**src/rtl/iot_pkg.sv**
```systemverilog
// Shared constants and width helper for the IoT event arbiter.
package iot_pkg;
  localparam int   N_DEV_DEFAULT = 4;
  localparam logic DIR_ON        = 1'b1;
  localparam logic DIR_OFF       = 1'b0;

  function automatic int cnt_w(input int n);
    return $clog2(n + 1);
  endfunction
endpackage

```
**src/rtl/iot_rr_arbiter.sv**
```systemverilog
// Combinational round-robin picker: first set req at or above ptr, wrapping.
module iot_rr_arbiter #(
  parameter int N = 4
) (
  input  logic [N-1:0]         req,
  input  logic [$clog2(N)-1:0] ptr,
  input  logic                 en,
  output logic [N-1:0]         grant,
  output logic [$clog2(N)-1:0] grant_idx,
  output logic                 any_grant
);
  always_comb begin : arb
    int j;
    grant     = '0;
    grant_idx = '0;
    any_grant = 1'b0;
    j         = 0;
    for (int k = 0; k < N; k++) begin
      j = int'(ptr) + k;
      if (j >= N) j = j - N;
      if (en && !any_grant && req[j]) begin
        any_grant = 1'b1;
        grant[j]  = 1'b1;
        grant_idx = $clog2(N)'(j);
      end
    end
  end
endmodule

```
**src/rtl/iot_event_arbiter.sv**
```systemverilog
// Per-device on/off event queueing with round-robin issue of one
// registered change strobe per cycle to a downstream active-device counter.
module iot_event_arbiter
  import iot_pkg::*;
#(
  parameter int N_DEV = N_DEV_DEFAULT
) (
  input  logic                      clk,
  input  logic                      rst,
  input  logic [N_DEV-1:0]          dev_req,
  input  logic [N_DEV-1:0]          dev_dir,
  input  logic                      hold,
  input  logic                      clr_drop,
  output logic                      change,
  output logic                      on_off,
  output logic [cnt_w(N_DEV)-1:0]   pending_cnt,
  output logic [N_DEV-1:0]          dropped
);
  localparam int PW = $clog2(N_DEV);
  localparam int CW = cnt_w(N_DEV);

  logic [N_DEV-1:0] pend, pdir, pend_nxt, pdir_nxt, drop_set, grant;
  logic [PW-1:0]    ptr, g_idx;
  logic             any_grant;

  iot_rr_arbiter #(.N(N_DEV)) u_arb (
    .req       (pend),
    .ptr       (ptr),
    .en        (~hold),
    .grant     (grant),
    .grant_idx (g_idx),
    .any_grant (any_grant)
  );

  // A request landing on the granted device is a fresh event, since the
  // grant has already consumed the old one.
  always_comb begin
    pend_nxt = pend & ~grant;
    pdir_nxt = pdir;
    drop_set = '0;
    for (int i = 0; i < N_DEV; i++) begin
      if (dev_req[i]) begin
        if (grant[i] || !pend[i]) begin
          pend_nxt[i] = 1'b1;
          pdir_nxt[i] = dev_dir[i];
        end else if (dev_dir[i] != pdir[i]) begin
          pend_nxt[i] = 1'b0;
        end else begin
          drop_set[i] = 1'b1;
        end
      end
    end
  end

  always_comb begin
    pending_cnt = '0;
    for (int i = 0; i < N_DEV; i++) pending_cnt = pending_cnt + CW'(pend[i]);
  end

  always_ff @(posedge clk or posedge rst) begin
    if (rst) begin
      pend    <= '0;
      pdir    <= '0;
      ptr     <= '0;
      change  <= 1'b0;
      on_off  <= DIR_OFF;
      dropped <= '0;
    end else begin
      pend    <= pend_nxt;
      pdir    <= pdir_nxt;
      dropped <= (clr_drop ? '0 : dropped) | drop_set;
      change  <= any_grant;
      on_off  <= any_grant ? pdir[g_idx] : DIR_OFF;
      if (any_grant)
        ptr <= (int'(g_idx) == N_DEV - 1) ? '0 : g_idx + 1'b1;
    end
  end
endmodule
```
**config.mk**
```make
export PLATFORM = sky130hd
export DESIGN_NAME = iot_event_arbiter
export DESIGN_NICKNAME = d
export VERILOG_FILES = /design/src/rtl/iot_pkg.sv /design/src/rtl/iot_rr_arbiter.sv /design/src/rtl/iot_event_arbiter.sv
export SDC_FILE = /design/constraint.sdc
export NUM_CORES = 1
export LEC_CHECK = 0
export ABC_CLOCK_PERIOD_IN_PS = 3700
export BUFFER_PORTS_ARGS = -buffer_cell sky130_fd_sc_hd__buf_2
export CORE_ASPECT_RATIO = 1.5
export CORE_MARGIN = 1
export CORE_UTILIZATION = 28
export CTS_BUF_LIST = sky130_fd_sc_hd__clkbuf_8 sky130_fd_sc_hd__clkbuf_16
export DETAILED_ROUTE_END_ITERATION = 10
export GPL_TIMING_DRIVEN = 1
export HOLD_SLACK_MARGIN = 0.15
export PLACE_DENSITY_LB_ADDON = 0.1
export SKIP_CTS_REPAIR_TIMING = 1
export SLEW_MARGIN = 0
export SYNTH_ARGS = -nofsm -noshare
export SYNTH_HDL_FRONTEND = slang
export SYNTH_SLANG_ARGS = --single-unit
```
**constraint.sdc**
```tcl
create_clock -name clk -period 3.7 [get_ports clk]
set_input_delay 0.37 -clock clk [delete_from_list [all_inputs] [get_ports clk]]
set_output_delay 0.37 -clock clk [all_outputs]
set_load 0.03 [all_outputs]
```
# Word level (Yosys, flattened, before mapping)

Index checks and enable logic that the tools add are counted.

Equal/unequal tests: 5
$lt $le $gt $ge: 13
Mux-type cells: 65
Add/subtract/negate cells: 11
Reduce and logical (&&, ||, !) cells: 26
Bitwise operators: 7

Operators with widths:

| operator                | number |
|---|---|
| $ge A32 B1 Y1 const B   | 4 |
| $lt A32 B4 Y1 const B   | 4 |
| $mux W32                | 4 |
| $ge A32 B4 Y1 const B   | 3 |
| $sub A32 B4 Y32 const B | 3 |
| $mux W1                 | 42 |
| $mux W4                 | 5 |
| $or A4 B4 Y4            | 4 |
| $logic_and A1 B1 Y1     | 11 |
| $bmux W1 S2             | 5 |
| $mux W2                 | 5 |
| $demux W1 S2            | 4 |
| $reduce_and A2 Y1       | 4 |
| $logic_not A1 Y1        | 7 |
| $add A2 B2 Y3 const B   | 2 |
| $and A4 B4 Y4           | 1 |
| $logic_or A1 B1 Y1      | 4 |
| $ne A1 B1 Y1            | 4 |
| $not A4 Y4              | 1 |
| $sub A2 B3 Y4 const B   | 1 |
| $add A2 B1 Y3           | 1 |
| $add A2 B1 Y3 const B   | 1 |
| $add A3 B1 Y3           | 1 |
| $ge A2 B3 Y1 const B    | 1 |
| other kinds (5)         | 5 |

Bits in registers: 16

# Logic depth before layout (Yosys ltp)

Depth after elaboration: 24
Depth in mapped cells: 9

# Modules after synthesis

Synthesis repeated with hierarchy kept, for this count alone.

Cells, all modules: 135
Area, all modules: 1307.5 µm²

Modules (own cells, without submodules):

| module            | area each (µm²) | sequential area each (µm²) | times used | cells an instance |
|---|---|---|---|---|
| iot_event_arbiter | 770.7           | 400.4                      | 1          | 68 |
| iot_rr_arbiter    | 536.8           | 0.0                        | 1          | 67 |

# Least setup slack after synthesis

OpenSTA, ideal clock, no wires.

Kind: register to register
From: register ptr[0]
To: register ptr[1]
Slack: 0.767 ns
Clock period less this slack: 2.933 ns
Arrival: 2.853 ns
Stages on the path, launching flop included: 10
Cell sequence: dfrtp_1 > clkbuf_8 > inv_1 > ha_1 > buf_6 > mux4_2 > or2_4 > or4_4 > a311o_1 > o211ai_2

Word-level cells in the longest chain between the ends: 21
Elaborated cells on any way between the ends: 48
Those cells by class: add/sub (8); order compare (4); eq/ne (1); mux (25); reduce/logical (10)

RTL lines:

| element                                                                  | line                    | source |
|---|---|---|
| from (decl)                                                              | iot_event_arbiter.sv:23 | `logic [PW-1:0] ptr, g_idx;` |
| from (signal assigned)                                                   | iot_event_arbiter.sv:75 | `ptr <= (int'(g_idx) == N_DEV - 1) ? '0 : g_idx + 1'b1;` |
| parallel branches: the longest is 21 deep, another holds $sub A32 B4 Y32 | n/a                     |  |

Parallel ways; which one is timed is not known. The select of a mux whose other input is x is not followed.
A chain may end at the register's enable or synchronous reset.

# Final worst setup path

From: register ptr[1]
To: register pdir[1]

Word-level cells in the longest chain between the ends: 21
Elaborated cells on any way between the ends: 69
Those cells by class: add/sub (7); order compare (12); mux (31); bitwise (3); reduce/logical (16)

RTL lines:

| element                                                                  | line                    | source |
|---|---|---|
| parallel branches: the longest is 18 deep, another holds $sub A32 B4 Y32 | n/a                     |  |
| $mux W4 *                                                                | iot_rr_arbiter.sv:21    | `if (en && !any_grant && req[j]) begin` |
| $logic_or A1 B1 Y1 *                                                     | iot_event_arbiter.sv:43 | `if (grant[i] \|\| !pend[i]) begin` |
| $reduce_and A2 Y1 (no line) *                                            | n/a                     |  |
| to (signal assigned)                                                     | iot_event_arbiter.sv:70 | `pdir <= pdir_nxt;` |
| to (decl)                                                                | iot_event_arbiter.sv:22 | `logic [N_DEV-1:0] pend, pdir, pend_nxt, pdir_nxt, drop_set, grant;` |

Every way passes the cells marked *. The select of a mux whose other input is x is not followed.

==> flow_summary.toml <==
[placement]
placed_area_um2 = 1540
hpwlAfterDp_um = 2800
port_buffers = 20
routabilityCongestion = 0.876

[floorplan]
dieArea_um2 = 5300
start_util_pct = 29.2
die_h_um = 88.7
core-area_um2 = 4810
dieWidth_um = 59.8
top_level_ports = 21
rows = 31

[layout]
diodes = 0
fill_cells = 531
fin_util_pct = 32.8
nets = 186
seqCellArea_um2 = 400
fin_area_um2 = 1580
drive_above_1_share_pct = 25.3
synthToLayoutAreaGrowth_pct = 12.4
multi_input_area_um2 = 877

[synthesis]
synth_edf_count = 0
synthesis.nets = 165
yosys_most_used_dff = "dfrtp_1"
yosysWarnings = 0
synthCells = 143
syn_area_um2 = 1400
synth_async_sr_flop_share_pct = 100
synth_cell_types = 43
seq_area_frac_synth_pct = 28.5
synth_area_per_cell_um2 = 9.81
yosys_register_bits = 16

[sta]
finalCritPeriodShare_pct = 89.0
holdWs_ns = 0.203
rsz0062_at_grt = "false"
worst_slew_pin_slew_ns = 0.813
period_needed_ns = 3.29
setup_violations = 0
fin_skew_ns = 0.00281
fmax_mhz = 304
drv_slew = 0
hold_violations = 0
slew_headroom_pct = 45.6
setup_tns_ns = 0

[clock_tree]
numCtsBuffers = 3
clockBufferDepth = 2
clock_sinks = 16
worstSkewPairLatency_ns = 0.25
ctsRootBufferMaster = "clkbuf_8"
path_clk_slew_ns = 0.07
tritoncts = "built"
htree_levels = 1

[critical_path]
cp-end-kind = "register"
crit_arrival_ns = 3.43
cp_slowest_cell = "mux4_2"
reg2reg_slack_ns = 0.41
r2r-end = "pdir[1]"
r2r_start = "ptr[1]"
crit_chain = "inv_1 > ha_1 > mux4_2 > or2_4 > nor4_1 > o31ai_1 > mux2_2"
slowest_delay_ns = 0.64
startpoint_type = "register"
setup.worst_path.class = "register to register"
rr_worst_depth = 7
crit_required_ns = 3.84
crit_fanout = 12

[grt]
grt-ovfl-total = 0
grt_max_degree = 17
grt_pass1_wl_um = 5940
track_usage_pct = 15.4
grt_pass1_vias = 1226
antenna_found_initial = 0

[outcome]
outcome = "finished, final reports clean"

[detailed_routing]
vias = 1188
firstDrtPassIters = 4
wl_um = 3640
viasPerCell = 5.21
wire_per_inst_um = 16.0
ant_nets = 0
drtIter0Drc = 38
drc = 0

[run]
cap_violations = 0

[hold_path]
hold_class = "input pin to asynchronous set/reset pin"
-- per-layer routing --
| layer | share of wire [%] | track usage [%] | up-vias |
|---|---|---|---|
| li1 | - | - | 571 |
| met1 | 41 | 17.6 | 568 |
| met2 | 51 | 25.9 | 35 |
| met3 | 2.8 | 2.34 | 14 |
| met4 | 4.8 | 10.8 | 0 |
| met5 | 0 | 0 | - |
-- how the worst max path moves through the flow --
stage	from	to	cells past startpoint
detailed placement	ptr[1]	pdir[1]	7
global placement	ptr[1]	pdir[1]	7
global route	ptr[1]	pdir[1]	7
CTS	ptr[1]	pdir[1]	7
finish	ptr[1]	pdir[1]	7
floorplan	ptr[0]	ptr[1]	9
-- cell usage after synthesis, types with 3 or more instances --
cell      instances  area, um^2
inv_1            18        67.6
dfrtp_1          16         400
o31ai_1          10        75.1
ha_1              9         113
mux2i_1           8        80.1
nor2_1            8        30.0
mux2_2            6        67.6
a21oi_1           5        25.0
nand2_1           5        18.8
nor3_1            5        25.0
a32o_1            4        40.0
nand3b_1          4        30.0
nor4_1            4        25.0
xnor2_1           4        35.0
and3_1            3        18.8
mux4_2            3        67.6
-- flip-flops by register name, summed over array words and instances (netlist names) --
register	count
on_off	1
ptr	2
pend	4
pdir	4
change	1
dropped	4
-- critical path, delay by kind of cell, from the launching register on --
family          cells  cell delay, ns
mux                 2            0.93
simple gates        2            0.81
flops               1            0.62
fa+ha+maj           1            0.47
buf+inv             1            0.19
compound gates      1            0.17
-- cells in the final DEF, fill, tap and decap left out, types with 5 or more instances in the layout --
cell	instances
mux2i_1	8
nor3_1	5
nor2_1	8
inv_1	18
dfrtp_1	16
nand2_1	5
mux2_2	6
o31ai_1	10
ha_1	9
buf_2	20
a21oi_1	5
-- cell type report --
cell class	instances	area share, %
well taps	66	5.24
flip-flops and latches	16	25.4
inverters	18	4.29
clock buffers	3	2.62
repair buffers	21	6.83
multi-input cells	104	55.6
-- metrics by stage --
step           setup WS (ns)  instances
6_report               0.406        228
5_1_grt                0.211        228
4_1_cts                0.413        228
3_3_place_gp           0.509        225
2_1_floorplan          0.767        143
3_5_place_dp           0.436        225
-- kinds of logic (layout without fill, tap and decap cells) --
| logic type | count (synthesis) | after routing | share of synthesized area, % |
|---|---|---|---|
| flops | 16 | 16 | 28.5 |
| fa+ha+maj | 10 | 10 | 9.46 |
| xor+xnor | 4 | 4 | 2.50 |
| mux | 17 | 17 | 15.3 |
| compound gates | 33 | 33 | 18.6 |
| simple gates | 40 | 40 | 16.7 |
| buf+inv | 23 | 42 | 8.92 |
Power is left out: the tool's default activity adds up to more than one toggle a clock period on the data nets, which glitch-free logic cannot reach.
